===== config.mk =====
export PLATFORM = sky130hd
export DESIGN_NAME = pc_redirect_unit
export DESIGN_NICKNAME = d
export VERILOG_FILES = /design/src/rtl/pc_redirect_unit_pkg.sv /design/src/rtl/pc_target_calc.sv /design/src/rtl/pc_redirect_unit.sv
export SDC_FILE = /design/constraint.sdc
export NUM_CORES = 1
export LEC_CHECK = 0
export CORE_ASPECT_RATIO = 1.25
export CORE_MARGIN = 3
export CORE_UTILIZATION = 43
export CTS_CLUSTER_SIZE = 10
export DETAILED_ROUTE_END_ITERATION = 6
export PLACE_DENSITY = 0.81
export SYNTH_ARGS = -nofsm -noshare
export SYNTH_HDL_FRONTEND = slang
export SYNTH_SLANG_ARGS = --single-unit

===== constraint.sdc =====
create_clock -name clk -period 3.3 [get_ports clk]
set_clock_uncertainty 0.1 [all_clocks]
set_input_delay 0.66 -clock clk [delete_from_list [all_inputs] [get_ports clk]]
set_output_delay 0.66 -clock clk [all_outputs]
set_load 0.02 [all_outputs]

===== src/rtl/pc_redirect_unit_pkg.sv =====
// pc_redirect_unit_pkg: shared reset PC, fetch FSM encoding and sequential PC step.
package pc_redirect_unit_pkg;
  localparam logic [31:0] RESET_PC_DEF = 32'h0000_3000;
  localparam int PC_STEP = 4;
  typedef enum logic [1:0] {S_BOOT, S_FETCH, S_WAIT} state_e;
endpackage


===== src/rtl/pc_target_calc.sv =====
// pc_target_calc: combinational branch/j/jr target generation with jr > jump > branch priority.
module pc_target_calc
  import pc_redirect_unit_pkg::*;
#(
  parameter int ADDR_W = 32
) (
  input  logic [ADDR_W-1:0] id_pc_i,
  input  logic [15:0]       id_imm16_i,
  input  logic [25:0]       id_index_i,
  input  logic [ADDR_W-1:0] jr_target_i,
  input  logic              branch_i,
  input  logic              jump_i,
  input  logic              jr_i,
  output logic [ADDR_W-1:0] tgt_o,
  output logic              take_o,
  output logic              align_err_o
);
  logic [ADDR_W-1:0] p4, br_tgt, j_tgt, jr_tgt;
  assign p4     = id_pc_i + ADDR_W'(PC_STEP);
  assign br_tgt = p4 + {{(ADDR_W-18){id_imm16_i[15]}}, id_imm16_i, 2'b00};
  assign j_tgt  = {p4[ADDR_W-1:28], id_index_i, 2'b00};
  // jr drops the low bits rather than trapping; the misalignment is only flagged
  assign jr_tgt = {jr_target_i[ADDR_W-1:2], 2'b00};
  assign tgt_o       = jr_i ? jr_tgt : jump_i ? j_tgt : br_tgt;
  assign take_o      = jr_i | jump_i | branch_i;
  assign align_err_o = jr_i & |jr_target_i[1:0];
endmodule


===== src/rtl/pc_redirect_unit.sv =====
// pc_redirect_unit: fetch PC sequencer with valid/ready imem requests and held redirects.
module pc_redirect_unit
  import pc_redirect_unit_pkg::*;
#(
  parameter int                ADDR_W   = 32,
  parameter logic [ADDR_W-1:0] RESET_PC = ADDR_W'(RESET_PC_DEF)
) (
  input  logic              clk,
  input  logic              reset_n,
  input  logic              stall_i,
  input  logic              branch_i,
  input  logic              jump_i,
  input  logic              jr_i,
  input  logic [ADDR_W-1:0] id_pc_i,
  input  logic [15:0]       id_imm16_i,
  input  logic [25:0]       id_index_i,
  input  logic [ADDR_W-1:0] jr_target_i,
  output logic              req_valid_o,
  output logic [ADDR_W-1:0] req_addr_o,
  input  logic              req_ready_i,
  output logic [ADDR_W-1:0] pc_o,
  output logic              redirect_o,
  output logic              align_err_o
);
  state_e            state_q, state_d;
  logic [ADDR_W-1:0] pc_q, pc_d, pend_tgt_q, pend_tgt_d, tgt;
  logic              pend_v_q, pend_v_d, redirect_q, align_q;
  logic              take, tgt_align, sampled, accept;
  pc_target_calc #(.ADDR_W(ADDR_W)) u_calc (
    .id_pc_i    (id_pc_i),
    .id_imm16_i (id_imm16_i),
    .id_index_i (id_index_i),
    .jr_target_i(jr_target_i),
    .branch_i   (branch_i),
    .jump_i     (jump_i),
    .jr_i       (jr_i),
    .tgt_o      (tgt),
    .take_o     (take),
    .align_err_o(tgt_align)
  );
  // valid is decoded from state so an asserted reset drops the request immediately
  assign req_valid_o = state_q != S_BOOT;
  assign accept      = req_valid_o & req_ready_i & !stall_i;
  // stalled ID operands are stale, and a held redirect blocks newer ones
  assign sampled     = take & !stall_i & !pend_v_q;
  assign req_addr_o  = pc_q;
  assign pc_o        = pc_q;
  assign redirect_o  = redirect_q;
  assign align_err_o = align_q;
  always_comb begin
    state_d    = state_q;
    pc_d       = pc_q;
    pend_v_d   = pend_v_q;
    pend_tgt_d = pend_tgt_q;
    if (state_q == S_BOOT || accept) state_d = S_FETCH;
    else if (!req_ready_i) state_d = S_WAIT;
    if (accept) begin
      pc_d     = pend_v_q ? pend_tgt_q : sampled ? tgt : pc_q + ADDR_W'(PC_STEP);
      pend_v_d = 1'b0;
    end else if (sampled) begin
      pend_v_d   = 1'b1;
      pend_tgt_d = tgt;
    end
  end
  always_ff @(posedge clk or negedge reset_n) begin
    if (!reset_n) begin
      state_q    <= S_BOOT;
      pc_q       <= RESET_PC;
      pend_v_q   <= 1'b0;
      pend_tgt_q <= '0;
      redirect_q <= 1'b0;
      align_q    <= 1'b0;
    end else begin
      state_q    <= state_d;
      pc_q       <= pc_d;
      pend_v_q   <= pend_v_d;
      pend_tgt_q <= pend_tgt_d;
      redirect_q <= accept & (pend_v_q | sampled);
      align_q    <= sampled & tgt_align;
    end
  end
endmodule


==> reports/qor.csv <==
stage;metric;value;unit
drt;highest_layer;met4;
timing;drv_slew;0;
yosys;synthFlopType;dfrtp_1;
drt;route.detailed.drc;0;
power;p_per_area;513;nW/µm²
clock_tree;cts_buffers;9;
die;fp-row-count;50;
drt;dr_wl_met3;1680;µm
timing;min_period_over_period;1.06;
yosys;synth_top_family_by_area;compound AO/OA/AOI/OAI gates;
drt;drt_first_pass_iters;6;
drt;wirelength;26000;µm
drt;viasPerCell;5.86;
final_layout;final_core_util;0.717;
final_layout;nNetsFinal;1318;
worst_setup_path;critical_path_required;3.41;ns
yosys;synth.distinct_cells;75;
final_layout;synthToLayoutAreaGrowth;62.3;%
drt;avgRoutedWirePerCell;18.9;µm
worst_setup_path;crit_path_end_kind;register;
timing;rsz0062_at_grt;yes;
die;io_pins;180;
drt;wl_met1;9900;µm
outcome;violations;negative setup slack;
clock_tree;cts_root_buffer;clkbuf_16;
timing;setup_viol_count_final;21;
global_route;first_global_vias;7700;
timing;tightest_slew;0.779;ns
yosys;yosys.area_share.simple;0.218;
worst_setup_path;crit_fanout;6;
timing;fmax;286;MHz
die;die_w;118;µm
final_layout;stdcell_area;10900;µm²
clock_tree;cts.sinks;69;
min_path;hold_path.class;in -> async;
final_layout;fin_cells;1381;
clock_tree;postCtsHoldBufs;0;
clock_tree;cts_tree;yes;
worst_setup_path;crit_end;pend_tgt_q[24]$_DFFE_PN0P_;
yosys;syn_inst;866;
clock_tree;path_clk_slew;0.06;ns
outcome;status;complete, but fails checks;
flow_run;cap_violations;0;
worst_setup_path;worstReg2RegStart;pc_o[2]$_DFFE_PN0P_;
yosys;synth_adder_area_share;0.0703;
yosys;synth_area_leaders;dfrtp_1 25%, ha_1 6.7%, o21ai_0 6.4%;
worst_setup_path;cp.arrival;3.60;ns
clock_tree;clk-insertion-delay-late;0.34;ns
yosys;netlist.area_leader.share;0.251;
power;seq_power_share;0.286;
global_route;grt_usage;0.258;
drt;drt-initial-drc-count;551;
yosys;syn-cell-area;6690;µm²
yosys;synth_edf_count;0;
worst_setup_path;critical_path_class;in -> reg;
drt;via_count;8086;
worst_setup_path;reg2reg_depth;10;
drt;postRouteAntennaNets;0;
final_layout;fill_cells;1102;
die;core;15100;µm²
placement;place_congestion;0.931;
power;p_int;3350;µW
power;vdd_ir_drop_max;0.323;mV
clock_tree;htreeDepth;3;
die;fp.dieH;145;µm
yosys;syn-num-nets;1016;
placement;dpl.hpwl;17500;µm
worst_setup_path;worstSetupStartpoint;id_pc_i[7];
global_route;grt_pass1_wl;37000;µm
worst_setup_path;crit_path_start_kind;primary input;
yosys;synthTopCellsByCount;107 x nand2_1, 85 x o21ai_0, 67 x dfrtp_1;
global_route;grt_max_degree;61;
yosys;synthArstFlopShare;1.00;
worst_setup_path;r2r-end;pc_o[28]$_DFFE_PN0P_;
die;die_area;17100;µm²
timing;period_minus_slack;3.49;ns
placement;port_buffers;179;
power;swShare;0.398;
timing;slew_headroom;0.481;
worst_setup_path;ff2ff_setup_slack;0.66;ns
timing;hold_viol;0;
power;power.total;5560;µW
timing;worst_slack;-0.192;ns
power;pwr-share-clk;0.191;
die;start_util;0.442;
final_layout;n_antenna_cell;0;
power;p_sw;2220;µW
power;leakagePower;0.00464;µW
yosys;yosys-mux-area-fraction;0.0254;
placement;place_area;9580;µm²
power;power_frac_comb;0.523;
final_layout;layout-drive-gt1-share;0.312;
yosys;synth.avg_cell_area;7.72;µm²
global_route;antenna_found_initial;0;
yosys;synth_compound_area_frac;0.270;
clock_tree;cts_max_path_buffers;2;
yosys;yosys_warnings;0;
yosys;synthXorXnorAreaFrac;0.0851;
yosys;yosys.area.top_type;dfrtp_1;
yosys;ys_seq_area_frac;0.259;
yosys;ys_seq_elements;69;
global_route;grt_overflow;0;
yosys;yosysMostFrequentCell;nand2_1;
drt;routed-wl-met2;13100;µm
placement;dp_cells;1331;
-- power by group through the flow --
| stage | combinational, µW | clock (µW) | sequential [µW] |
|---|---|---|---|
| 5_1_grt | 3090 | 1090 | 1650 |
| 2_1_floorplan | 1430 | 0 | 1690 |
| 3_3_place_gp | 2590 | 0 | 1570 |
| 4_1_cts | 2700 | 1060 | 1580 |
| 3_5_place_dp | 2650 | 0 | 1590 |
| 6_report | 2910 | 1060 | 1590 |
-- cells by family after synthesis --
logic type               count (synthesis)
AND/OR/NAND/NOR                        307
XOR/XNOR                                65
AO/OA/AOI/OAI                          281
adder cells (fa/ha/maj)                 37
multiplexers                            16
flip-flops                              69
buffers and inverters                   91
-- flip-flops by register name (all words and copies together) (netlist names) --
| name | cells |
|---|---|
| pend_tgt_q | 32 |
| pend_v_q | 1 |
| align_err_o | 1 |
| state_q | 2 |
| pc_o | 32 |
| redirect_o | 1 |
-- placed cells by master (no fill, tap or decap), types with 11 or more instances in the layout --
master and n:
a21o_1 23, a21oi_1 47, a21oi_2 14, and3_1 18
buf_2 11, buf_4 180, buf_6 13, clkdlybuf4s50_1 154
dfrtp_1 67, ha_1 24, ha_4 11, inv_1 14
nand2_1 97, nand3_1 25, nand4_1 16, nor2_1 56
nor3_1 12, o211ai_1 14, o21ai_0 64, o21ai_1 17
xnor2_1 32, xnor2_2 13, xor2_1 16
-- how the worst min path moves through the flow --
stage | startpoint | to | slack (ns)
final | reset_n | pc_o[3]$_DFFE_PN0P_ | 0.07
after detailed placement | pend_tgt_q[12]$_DFFE_PN0P_ | pend_tgt_q[12]$_DFFE_PN0P_ | 0.37
after global placement | pend_tgt_q[10]$_DFFE_PN0P_ | pend_tgt_q[10]$_DFFE_PN0P_ | 0.35
after CTS | reset_n | pc_o[3]$_DFFE_PN0P_ | 0.07
after floorplan | reset_n | align_err_o$_DFF_PN0_ | 0.26
after global routing | reset_n | pc_o[3]$_DFFE_PN0P_ | 0.09
-- final cells by class --
| type | instances | area (µm²) | share of cell area |
|---|---|---|---|
| flip-flops and latches | 69 | 1730 | 0.159 |
| multi-input cells | 706 | 5290 | 0.487 |
| repair buffers | 367 | 3200 | 0.295 |
| clock buffers | 12 | 256 | 0.0236 |
| inverters | 15 | 56.3 | 0.00519 |
| well taps | 208 | 260 | 0.0240 |
| clock inverters | 4 | 70.1 | 0.00645 |
-- repair_timing --
item                       4_1_cts  5_1_grt
pin swaps                       69       63
buffers inserted                17       20
resized for setup              121      123
setup endpoints to repair       47       34
-- critical path, cell delays in order --
cell,delay (ns)
buf_6,0.07
and4_4,0.25
nand4_4,0.19
nor2_4,0.16
nand2_1,0.09
xnor2_1,0.22
ha_1,0.39
o21a_1,0.25
o22ai_2,0.19
buf_4,0.15
o2111ai_4,0.10
a31oi_2,0.22
xor2_1,0.26
nor2_2,0.09
a211oi_2,0.22
o31ai_1,0.08
-- through the flow --
step	worst slack (ns)	hold slack [ns]	TNS, ns
finish	-0.192	0.0717	-1.93
floorplan	-0.0509	0.264	-0.288
global route	-0.309	0.0901	-5.14
CTS	-0.0467	0.0705	-0.107
detailed placement	-0.977	0.365	-35.55
global placement	-0.921	0.353	-31.28
-- routing by layer --
| layer | global-route usage | vias to the layer above |
|---|---|---|
| li1 | - | 3726 |
| met5 | 0 | - |
| met1 | 0.313 | 3818 |
| met3 | 0.0288 | 101 |
| met4 | 0.117 | 0 |
| met2 | 0.457 | 441 |
(Power assumes the default switching activity.)
